### config.mk
export PLATFORM = sky130hd
export DESIGN_NAME = alu_operand_sequencer
export DESIGN_NICKNAME = d
export VERILOG_FILES = /design/src/rtl/alu_operand_sequencer.sv
export SDC_FILE = /design/constraint.sdc
export NUM_CORES = 1
export LEC_CHECK = 0
export ABC_AREA = 1
export BUFFER_PORTS_ARGS = -buffer_cell sky130_fd_sc_hd__buf_2
export CORE_MARGIN = 1.5
export CORE_UTILIZATION = 35
export CTS_CLUSTER_SIZE = 16
export DETAILED_ROUTE_END_ITERATION = 16
export PLACE_DENSITY_LB_ADDON = 0.12
export SETUP_SLACK_MARGIN = 0.15
export SYNTH_ARGS = -nofsm -noshare
export SYNTH_HDL_FRONTEND = slang
export SYNTH_SLANG_ARGS = --single-unit
### constraint.sdc
create_clock -name clk -period 3 [get_ports clk]
set_input_delay 0.6 -clock clk [delete_from_list [all_inputs] [get_ports clk]]
set_output_delay 0.6 -clock clk [all_outputs]
set_load 0.02 [all_outputs]
### src/rtl/alu_operand_sequencer.sv
// Operand/opcode entry sequencer for the 4-bit ALU: steps A, B, opcode on a "next" button,
// drives registered ALU inputs and captures the ALU result with carry/zero for a bounded time.
module alu_operand_sequencer #(
   parameter int unsigned WIDTH       = 4,
   parameter int unsigned SHOW_CYCLES = 100000000
) (
   input  logic             clk,
   input  logic             rst_n,
   input  logic [WIDTH-1:0] sw_data,
   input  logic [2:0]       sw_op,
   input  logic             btn_next,
   input  logic             btn_clr,
   output logic [WIDTH-1:0] op_a,
   output logic [WIDTH-1:0] op_b,
   output logic             op_m,
   output logic [1:0]       op_sel,
   input  logic [WIDTH-1:0] alu_res,
   input  logic             alu_cout,
   output logic [WIDTH-1:0] result,
   output logic             result_cout,
   output logic             result_zero,
   output logic             result_valid,
   output logic [2:0]       state_o
);

   localparam int unsigned CNT_W = $clog2(SHOW_CYCLES + 1);

   typedef enum logic [2:0] {
      IDLE  = 3'd0,
      GOT_A = 3'd1,
      GOT_B = 3'd2,
      EXEC  = 3'd3,
      SHOW  = 3'd4
   } state_t;

   state_t             state_q, state_d;
   logic               btn_prev_q;
   logic [WIDTH-1:0]   op_a_q, op_a_d;
   logic [WIDTH-1:0]   op_b_q, op_b_d;
   logic               op_m_q, op_m_d;
   logic [1:0]         op_sel_q, op_sel_d;
   logic [WIDTH-1:0]   result_q, result_d;
   logic               cout_q, cout_d;
   logic               zero_q, zero_d;
   logic               valid_q, valid_d;
   logic [CNT_W-1:0]   cnt_q, cnt_d;
   logic               step_c;
   logic               timeout_c;

   // Rising edge of the debounced button; btn_prev resets high so a held button never steps.
   assign step_c    = btn_next & ~btn_prev_q;
   assign timeout_c = (cnt_q == CNT_W'(SHOW_CYCLES - 1));

   always_ff @(posedge clk) begin
      if (!rst_n) begin
         state_q    <= IDLE;
         btn_prev_q <= 1'b1;
         op_a_q     <= '0;
         op_b_q     <= '0;
         op_m_q     <= 1'b0;
         op_sel_q   <= 2'b00;
         result_q   <= '0;
         cout_q     <= 1'b0;
         zero_q     <= 1'b0;
         valid_q    <= 1'b0;
         cnt_q      <= '0;
      end else begin
         state_q    <= state_d;
         btn_prev_q <= btn_next;
         op_a_q     <= op_a_d;
         op_b_q     <= op_b_d;
         op_m_q     <= op_m_d;
         op_sel_q   <= op_sel_d;
         result_q   <= result_d;
         cout_q     <= cout_d;
         zero_q     <= zero_d;
         valid_q    <= valid_d;
         cnt_q      <= cnt_d;
      end
   end

   always_comb begin
      state_d  = state_q;
      op_a_d   = op_a_q;
      op_b_d   = op_b_q;
      op_m_d   = op_m_q;
      op_sel_d = op_sel_q;
      result_d = result_q;
      cout_d   = cout_q;
      zero_d   = zero_q;
      valid_d  = valid_q;
      cnt_d    = cnt_q;

      // Clear aborts the sequence but keeps the last captured result visible on the flags.
      if (btn_clr) begin
         state_d  = IDLE;
         op_a_d   = '0;
         op_b_d   = '0;
         op_m_d   = 1'b0;
         op_sel_d = 2'b00;
         valid_d  = 1'b0;
      end else begin
         case (state_q)
            IDLE: begin
               if (step_c) begin
                  op_a_d  = sw_data;
                  state_d = GOT_A;
               end
            end
            GOT_A: begin
               if (step_c) begin
                  op_b_d  = sw_data;
                  state_d = GOT_B;
               end
            end
            GOT_B: begin
               if (step_c) begin
                  {op_m_d, op_sel_d} = sw_op;
                  state_d            = EXEC;
               end
            end
            EXEC: begin
               result_d = alu_res;
               cout_d   = alu_cout;
               zero_d   = (alu_res == '0);
               valid_d  = 1'b1;
               cnt_d    = '0;
               state_d  = SHOW;
            end
            SHOW: begin
               // A new entry takes precedence over the display timeout.
               if (step_c) begin
                  op_a_d  = sw_data;
                  valid_d = 1'b0;
                  state_d = GOT_A;
               end else if (timeout_c) begin
                  valid_d = 1'b0;
                  state_d = IDLE;
               end else begin
                  cnt_d = cnt_q + CNT_W'(1);
               end
            end
            default: begin
               state_d  = IDLE;
               op_a_d   = '0;
               op_b_d   = '0;
               op_m_d   = 1'b0;
               op_sel_d = 2'b00;
               valid_d  = 1'b0;
            end
         endcase
      end
   end

   assign op_a         = op_a_q;
   assign op_b         = op_b_q;
   assign op_m         = op_m_q;
   assign op_sel       = op_sel_q;
   assign result       = result_q;
   assign result_cout  = cout_q;
   assign result_zero  = zero_q;
   assign result_valid = valid_q;
   assign state_o      = 3'(state_q);

endmodule
# Yosys cells after proc, flatten, opt, wreduce, memory -nomap -nowiden

Index checks and enable logic that the tools add are counted.

Multiplexer cells: 19
Equality and inequality tests: 12
Reductions and logical operators: 16
Add/sub/neg operators: 1
Bitwise gates (word level): 8

Operators by type and width:

| cell                                                            | count |
|---|---|
| 27-bit two-way mux                                              | 2 |
| 27-bit one-hot mux with 2 select lines                          | 1 |
| 27-bit by 1-bit adder with 27-bit output, second input constant | 1 |
| 27-bit == test, second input constant                           | 1 |
| 4-bit one-hot mux with 2 select lines                           | 2 |
| 3-bit two-way mux                                               | 5 |
| 3-bit one-hot mux with 5 select lines                           | 1 |
| 2-bit inequality test, second input constant                    | 5 |
| 2-bit AND reduction                                             | 5 |
| 4-bit AND reduction                                             | 2 |
| 4-bit OR reduction                                              | 2 |
| 1-bit NOT                                                       | 7 |
| 3-bit by 2-bit == test with 1-bit output, second input constant | 2 |
| 3-bit OR reduction                                              | 2 |
| 4-bit zero test                                                 | 1 |
| 4-bit two-way mux                                               | 1 |
| 2-bit one-hot mux with 2 select lines                           | 1 |
| 2-bit OR reduction                                              | 2 |
| 3-bit by 1-bit == test with 1-bit output, second input constant | 1 |
| 3-bit == test, second input constant                            | 1 |
| 3-bit zero test                                                 | 1 |
| 1-bit two-way mux                                               | 3 |
| 3-bit inequality test, second input constant                    | 1 |
| 1-bit one-hot mux with 3 select lines                           | 1 |
| other kinds (5)                                                 | 5 |

Input bits: 16
Register bits: 49
Output and inout bits: 21
Logic and storage cells: 67

# Logic depth before layout (Yosys ltp)

Gate-level depths: netlist of the first run.

Depth after elaboration: 4
Mapped depth: 12

# Worst setup path before layout of the first run

No wires, ideal clock.

Kind: register to register
Start: register cnt_q[0]
End: register cnt_q[12]
Cell stages (with the launch flop): 12
Slack: 1347 ps
Data arrival time: 1521 ps
Clock period less this slack: 1653 ps
Path through: dfxtp_1 > ha_1 > nand2_2 > nor2_4 > nand2_4 > nor2_2 > nand2_2 > nand2_2 > nand2_4 > buf_2 > nand3_1 > a21oi_2

Word-level cells in the longest chain between the ends: 4
Elaborated cells between the ends (all ways): 7

RTL lines:

| element                                  | RTL line | RTL |
|---|---|---|
| from (decl)                              | 46       | `logic [CNT_W-1:0] cnt_q, cnt_d;` |
| from (signal assigned)                   | 78       | `cnt_q <= cnt_d;` |
| 27-bit by 1-bit adder with 27-bit output | 140      | `cnt_d = cnt_q + CNT_W'(1);` |
| 27-bit two-way mux                       | 136      | `end else if (timeout_c) begin` |
| 27-bit two-way mux                       | 132      | `if (step_c) begin` |
| 27-bit one-hot mux with 2 select lines   | 103      | `case (state_q)` |

Parallel ways exist; a longest one is shown, timed or not. The select of a mux whose other input is x is not followed.
A chain may end at the register's enable or synchronous reset.

# Worst setup path in the final report of the first run

Start: register cnt_q[0]
End: register cnt_q[0]

Same word-level chain as after synthesis.

==> results of run 1 <==
[area by class of cell]
cell class	count	area share, %
clock inverters	2	1.20
flip-flops and latches	49	30.2
well taps	102	3.93
multi-input cells	370	50.8
inverters	46	5.32
repair buffers	39	6.25
clock buffers	6	2.24
[metrics by stage]
stage                     hold slack [ps]  instances  total power [W]
after floorplan                       466        476         0.000697
after global placement                447        606         0.000718
after detailed placement              452        606         0.000719
after CTS                             466        614          0.00121
after global routing                  485        614          0.00123
final                                 462        614          0.00118
[worst max-delay path: cells and delay by family, from the launching register on]
kind / cells / cell delay [ps]
flip-flops: 1 / 380
buffers and inverters: 1 / 90
AND/OR/NAND/NOR: 10 / 1240
adder cells (fa/ha/maj): 1 / 260
[cell families (layout without fill, tap and decap cells)]
| logic type | count (synthesis) | in the layout |
|---|---|---|
| and+or+nand+nor | 317 | 317 |
| xor gates and xnor gates | 5 | 5 |
| buffers and inverters | 57 | 93 |
| AOI/OAI and AO/OA | 47 | 47 |
| adders and majority gates | 1 | 1 |
| DFF | 49 | 49 |
[where the power goes]
group | leakage, nW | internal [W] | switching (W)
combinational | 0.871 | 0.0000158 | 0.0000341
clock | 0.0554 | 0.000251 | 0.000229
sequential | 0.395 | 0.000652 | 0.00000122
total | 1.32 | 0.000919 | 0.000265
[how the worst max path moves through the flow]
stage | endpoint
finish | cnt_q[0]$_SDFFE_PN0P_
global route | cnt_q[21]$_SDFFE_PN0P_
CTS | cnt_q[0]$_SDFFE_PN0P_
detailed placement | op_a[1]$_SDFFE_PP0P_
global placement | op_a[3]$_SDFFE_PP0P_
floorplan | cnt_q[12]$_SDFFE_PN0P_
[sequential cells by signal, indices dropped and copies added (netlist names)]
name / cells
btn_prev_q: 1
cnt_q: 27
op_a: 4
op_b: 4
op_m: 1
op_sel: 2
result: 4
result_cout: 1
result_valid: 1
result_zero: 1
state_o: 3
[cells in the mapped netlist]
cell and count:
ha_1 1, xnor2_1 3, buf_6 2, inv_2 5, buf_2 3, nand2_1 143
o21ai_0 12, xor2_1 2, nor3_1 4, inv_1 41, a31oi_1 1, nor2_2 1
nand3_1 45, nand2_8 1, nor2_1 105, a21oi_1 31, buf_4 1, dfxtp_1 49
nand3b_1 2, clkbuf_1 5, nor3b_1 1, nor2_4 2, or2_2 2, nand2_4 2
nand2_2 3, a21oi_4 1, a21oi_2 2, nand4_1 6
[per-layer routing]
layer	up-vias	GRT usage, %
met3	4	2.68
li1	1568	-
met2	80	30.4
met1	1287	23.2
met4	0	4.55
met5	-	0
==> flow_results.org, run 1 <==
** Status
- The run finished with clean final reports.

** Logic synthesis
- Synth top area share :: 34.2%
- Area fraction in and, or, nand and nor cells after synthesis :: 46.7%
- Complex-gate fraction of the synthesized area :: 8.90%
- Largest family of logic cells by synthesized area :: simple AND/OR/NAND/NOR gates
- During synthesis, Yosys emitted a total of 0 warnings.
- Synthesis produced a netlist with a net count of 493.
- Of the total synthesized cell area, the portion taken by full adders, half adders and majority gates is 0.436%.
- Post-Synth XOR/XNOR Area :: 1.53%
- Summing the sequential cell areas from Yosys gives 34.2% of the chip area.
- Post-synthesis cell count :: 476
- Biggest area consumer among synthesized cells :: dfxtp_1
- Dominant cells by area after synthesis :: dfxtp_1 (34%), nand2_1 (19%), nor2_1 (14%)
- Multiplexer cells account for 0% of the synthesized area.
- The mapped netlist covers 2870 um^2.
- Counting distinct cell types in the post-synthesis netlist gives 28.
- Yosys reg bits :: 49
- Synthesized area per cell :: 6.02 um^2

** STA
- The total count of max-transition violations in the final report came to 0.
- Worst max-slew margin expressed relative to the limit :: 62.8%
- Setup repair after global routing left no endpoint under its margin.
- The clock period could shrink to 2080 ps.
- Setup slack on the critical path of the routed design comes to 919 ps.
- Number of failing hold endpoints at the final stage :: 0
- Fin Setup TNS :: 0 ps
- Based on the critical path, the design can be clocked at up to 0.480 GHz.
- Final Skew :: 6.09 ps
- Final number of setup-violating endpoints :: 0
- The worst path uses 69.4% of the clock period.
- For the pin with the worst max-slew slack, the measured transition is 556 ps.

** Worst setup path
- Measured in cells, the most critical reg-to-reg path has a length of 12.
- Crit path cell chain :: ha_1 > nand2_2 > nor2_4 > nand2_4 > nor2_2 > nand2_2 > nand2_2 > nand2_4 > nand2_8 > inv_1 > nor2_1 > nor2_1
- Data on the critical path arrives at its endpoint at 2280 ps.
- In this design, the stage delay of the slowest critical-path cell is 380 ps.
- Crit-path most repeated cell :: nand2_2
- The startpoint identified for the worst register-to-register timing path is cnt_q[0]$_SDFFE_PN0P_.
- Data on the critical path is required at its endpoint by 3200 ps.
- Critical Path Slowest Stage Cell :: dfxtp_1
- The endpoint identified for the worst register-to-register timing path is cnt_q[0]$_SDFFE_PN0P_.
- The setup check on the worst reg-to-reg path leaves a slack of 920 ps.
- Largest fanout of any net on the critical path :: 28
- Startpoint kind of the worst setup timing path :: register
- The worst setup path is captured at a register.
- The most critical setup path has its startpoint at cnt_q[0]$_SDFFE_PN0P_.
- By startpoint and endpoint, the worst setup path is classified as reg2reg.

** Clocking
- Number of gates given a new drive strength after cts :: 0
- Clock insertion delay at the later pin of the skew report :: 300 ps
- Number of buffers on the longest clock path :: 2
- TritonCTS built the clock tree.
- After clock tree synthesis, the clock-pin slew on the worst setup and hold paths is 100 ps.
- The clock drives 49 sinks.
- CTS Hold Buffers Added :: 0
- After clock tree synthesis, the setup repair step added 0 buffers.
- The clock tree synthesis step divided the H-tree into 2 levels.
- Root cell of the clock tree :: clkbuf_8
- In this run, CTS created clock tree buffers numbering 5.

** Hold path
- The path class of the tightest hold or removal check is reg2reg.
- Endpoint of the worst hold-timing path :: result_valid$_SDFFE_PP0P_
- The worst hold path passes through 2 cells.
- Hold wc startpoint :: result_valid$_SDFFE_PP0P_

** Cells and area
- Multi-input gate area in the final layout :: 1650 um^2
- Area of all sequential standard cells :: 981 um^2
- Leaving out fill and tap cells, the most frequent cell in the layout is nand2_1.
- From synthesis to final layout, the design area changed by 13.2%.
- Layout cells sized above 1 :: 12.7%
- For this run, the share of the core covered by cells in the final layout is 41.4%.
- Summing all non-filler instances in the final layout gives an area of 3250 um^2.
- The repair_antennas step left the layout with diodes totalling 0.
- Fillcell total :: 896
- Commonest non-fill, non-tap cells in the layout :: nand2_1 (143), nor2_1 (105), dfxtp_1 (49), nand3_1 (45), inv_1 (41)
- Final layout net count :: 528

** Place
- Summing all placed instances gives a cell area of 3130 um^2.
- In this run the tool buffered the top-level ports with 36 buffer cells.
- Once detailed placement completed, the half-perimeter wirelength came to 5.42 mm.
- Final weighted congestion in routability-driven placement :: 0.884
- Pre-CTS setup slack :: 848 ps

** Die
- The die covers 8750 um^2.
- Standard cell core area :: 7850 um^2
- In this run the count of I/O pins placed on the die edge is 37.
- For this configuration, the core starts out at a cell density of 36.5%.
- Measured along the y axis, the die boundary spans 93.5 um.
- The floorplan step set the die width to 93.5 um.
- Site Rows :: 32

** Job
- Across the run, the number of max-cap violations was 0.

** Global routing
- The initial antenna violation count came to 0.
- The via count of the first global-routing pass came to 2699.
- Largest net degree at the start of global routing :: 29
- After global routing the overflow that remains totals 0.
- In the global route stage, overall resource usage came out at 17.8%.
- Wire length of the first global-routing pass :: 12.5 mm

** Routing
- After detailed routing, the wire length on met1 is 3.56 mm.
- Avg Vias per Cell :: 4.79
- The first routing iteration left 129 violations.
- Wire segments on met3 add up to 472 um in the final route.
- In this run the top signal layer used is met4.
- Once detail routing completed, the nets flagged for antenna violations numbered 0.
- Vias :: 2939
- Wire length on met2 :: 3.36 mm
- For this run, the detailed router's first-pass iteration total came to 5.
- In the routed design, unresolved DRC markers number 0.
- In the final routed layout, each cell accounts on average for 12.1 um.
- Wirelength, routed :: 7.44 mm

** Power
- Summed over all cells, the static leakage comes to 1.32 nW.
- The worst-case IR drop observed on VDD is 0.223 mV.
- Dividing total power by cell area gives a power density of 365 nW/um^2.
(Power assumes the default switching activity.)
==> run 2, diff against run 1 <==
clock period = 1.71 ns   (was 3 ns; I/O delays follow)
==> run 2 against run 1 <==
  * Power up 81%
  * Via count is 8.8% higher
  * Highest routed layer unchanged
  * Non-clock buffer count increased by 43
  * Sequential power is 75% higher
  * Largest cell class unchanged
  * Count of clock-buffer cells in the layout unchanged
  * Sequential share of layout area down 4.4 points
  * Critical endpoint is now cnt_q[1]$_SDFFE_PN0P_
  * Critical path depth is the same
  * Critical path type unchanged
==> flow_results.org, run 2 (same netlist as run 1, synthesis figures left out) <==
** Power
- The power per standard cell area is 559 nW/um^2 (+53%).
- The worst voltage drop across the vdd grid came to 0.371 mV (+66%).
- The reported leakage power was 1.59 nW (+21%).
- Total Power Consumption :: 0.00215 W (+81%)

** Cells and area
- Leaving out fill and tap cells, the most frequent cell in the layout is nand2_1.
- The antenna diode count was 0 (unchanged).
- P&R area growth vs syn :: 34.1%
- Max reg flops :: 27 (unchanged)
- Commonest non-fill, non-tap cells in the layout :: nand2_1 (138), nor2_1 (84), dfxtp_1 (42), nand3_1 (40), buf_4 (40)
- Final layout net count :: 574 (+8.7%)
- Reg with most FFs :: cnt_q
- Layout cells sized above 1 :: 28.0% (+15 points)

** Routing
- Antenna-violating nets left :: 0 (unchanged)
- Wirelength, routed :: 8.56 mm (+15%)
- The post-detailed-route via-to-cell ratio came to 4.84 (+1.2%).
- The count of routing violations after the opening detailed-route iteration is 163 (+26%).
- Detailed Routing Iterations Pass 1 :: 4 (-1)
- Number of remaining DRC errors :: 0 (unchanged)
- Vias :: 3197 (+8.8%)
- Detailed-route wire length per cell :: 13.0 um (+7.0%)

** Clocking
- Root cell of the clock tree :: clkbuf_8
- Number of buffers on the longest clock path :: 2 (unchanged)
- CTS tree :: done
- Clock Pin Slew Worst Setup and Hold Paths :: 100 ps (about the same)
- Total clock buffers created by CTS :: 5 (unchanged)
- The clock insertion delay at the later pin of the skew report was 310 ps (about the same).
- The H-tree level count was 2 (unchanged).
- The clock net sink count is 49 (unchanged).

** Global routing
- The overall routing resource usage is 20.5% (+2.8 points).
- Gr ovfl total :: 0 (unchanged)
- The via count of the first global-routing pass is 2950 (+9.3%).
- Antenna violations before repair :: 0 (unchanged)
- The pin count of the biggest net entering global routing came to 22 (-24%).
- Wire length of the first global-routing pass :: 14.2 mm (+14%)

** Worst setup path
- The delay of the slowest cell on the worst path was 380 ps (about the same).
- The largest fanout on the critical path came to 7 (-75%).
- Number of cells on the worst reg-to-reg path :: 12 (unchanged)
- Terminus of the critical flop-to-flop path :: cnt_q[1]$_SDFFE_PN0P_
- Data arrival at the endpoint of the critical path :: 1850 ps (-430 ps)
- STA classifies the critical path endpoint as a register.
- Worst setup path category :: reg2reg
- Delay-heaviest family, CP :: simple AND/OR/NAND/NOR gates
- Crit path cell chain :: ha_4 > nand2_4 > nor2_4 > nand2_4 > nor2_4 > nand2_2 > nand2_4 > nand2_8 > buf_6 > nand3_2 > nand2_2 > nor2_4
- The data required time at the worst endpoint is 1960 ps (-1240 ps).
- Flop-to-flop setup slack :: 110 ps (-810 ps)
- The count of buffering cells on the critical path with inverters included was 1 (unchanged).
- Startpoint kind of the worst setup timing path :: register
- In this run the critical register-to-register path is launched from cnt_q[1]$_SDFFE_PN0P_.
- Critical Path Slowest Stage Cell :: dfxtp_4
- Timing startpoint of the critical path :: cnt_q[1]$_SDFFE_PN0P_

** STA
- Clock period minus worst slack :: 1600 ps (-482 ps)
- Final Cycle Share :: 93.6% (+24 points)
- Number of max-slew violations in the final report :: 0 (unchanged)
- Setup repair after global routing could not meet its margin everywhere.
- Final number of setup-violating endpoints :: 0 (unchanged)
- Number of failing hold endpoints at the final stage :: 0 (unchanged)
- Fin Setup TNS :: 0 ps (unchanged)
- Worst max-slew margin expressed relative to the limit :: 76.3% (+13 points)
- Max Clock Freq :: 0.625 GHz (+30%)
- Final Skew :: 11.7 ps (+5.56 ps)
- Worst slew pin tran :: 354 ps (-202 ps)

** Die
- The number of cell rows was 32 (unchanged).
- Initial core utilization :: 36.5% (unchanged)
- The number of top-level pins came to 37 (unchanged).
- The die footprint was 8750 um^2 (unchanged).
- The placeable core region was 7850 um^2 (unchanged).
- The overall die width was 93.5 um (unchanged).
- The die boundary height is 93.5 um (unchanged).

** Hold path
- The worst hold path begins at btn_next.
- The worst hold path depth was 3 (+1).
- Endpoint of the worst hold-timing path :: btn_prev_q$_SDFF_PN1_
- Class of the most critical hold timing path :: in2reg

** Place
- The sum of net half-perimeters after detailed placement is 6.05 mm (+12%).
- The weighted congestion reported at the end of routability-driven placement came to 0.827 (-6.4%).
- Number of buffers added on ports :: 36 (unchanged)

** Job
- Count of max-cap constraint violations :: 0 (unchanged)

** Status
- The run finished with clean final reports.
-- run 2: area by class of cell --
| type | count | area [um^2] |
|---|---|---|
| Clock buffer | 6 | 82.6 |
| Fill cell | 869 | 4000 |
| Multi-Input combinational cell | 373 | 1860 |
| Inverter | 46 | 175 |
| Tap cell | 102 | 128 |
| Sequential cell | 49 | 992 |
| Clock inverter | 2 | 37.5 |
| Timing Repair Buffer | 82 | 574 |
-- run 2: worst max-delay path by stage --
stage / slack, ps / end / cells past startpoint
6_report: 110 / cnt_q[1]$_SDFFE_PN0P_ / 12
5_1_grt: 6 / cnt_q[1]$_SDFFE_PN0P_ / 12
4_1_cts: 100 / cnt_q[1]$_SDFFE_PN0P_ / 12
3_5_place_dp: -30 / cnt_q[1]$_SDFFE_PN0P_ / 12
3_3_place_gp: 10 / cnt_q[17]$_SDFFE_PN0P_ / 9
2_1_floorplan: 150 / cnt_q[12]$_SDFFE_PN0P_ / 7
-- run 2: worst register-to-register path: stages, from the launching register on --
cell	delay [ps]
dfxtp_4	380
ha_4	160
nand2_4	50
nor2_4	130
nand2_4	70
nor2_4	80
nand2_2	70
nand2_4	110
nand2_8	100
buf_6	160
nand3_2	60
nand2_2	60
nor2_4	120
-- run 2: repair_timing --
action,CTS,global route
resized for setup,14,41
gates cloned,3,0
hold buffers,0,0
setup endpoints to repair,26,43
hold endpoints to repair,0,0
pin swaps,11,17
buffers inserted,9,2
-- run 2: report_power, final --
part           switching [W]  internal (W)  leakage (nW)
logic              0.0000724     0.0000452          1.14
registers         0.00000179       0.00114         0.399
clock network       0.000410      0.000476        0.0574
total               0.000484       0.00166          1.59
-- run 2: per-layer routing --
metal | global-route usage, % | up-vias | wire length, um
li1 | - | 1666 | -
met3 | 3.25 | 10 | 533
met4 | 5.30 | 0 | 105
met1 | 28.4 | 1437 | 3970
met5 | 0 | - | 0
met2 | 33.0 | 84 | 3950
-- run 2: per-stage QoR --
stage | std cells | instance area [um^2] | setup slack, ps | hold slack, ps | util, %
finish | 660 | 3840 | 110 | 219 | 49.0
global route | 660 | 3840 | 6.39 | 211 | 49.0
CTS | 658 | 3710 | 104 | 215 | 47.3
detailed placement | 638 | 3390 | -29.8 | 453 | 43.2
global placement | 638 | 3390 | 11.0 | 446 | 43.2
floorplan | 476 | 2890 | 152 | 438 | -
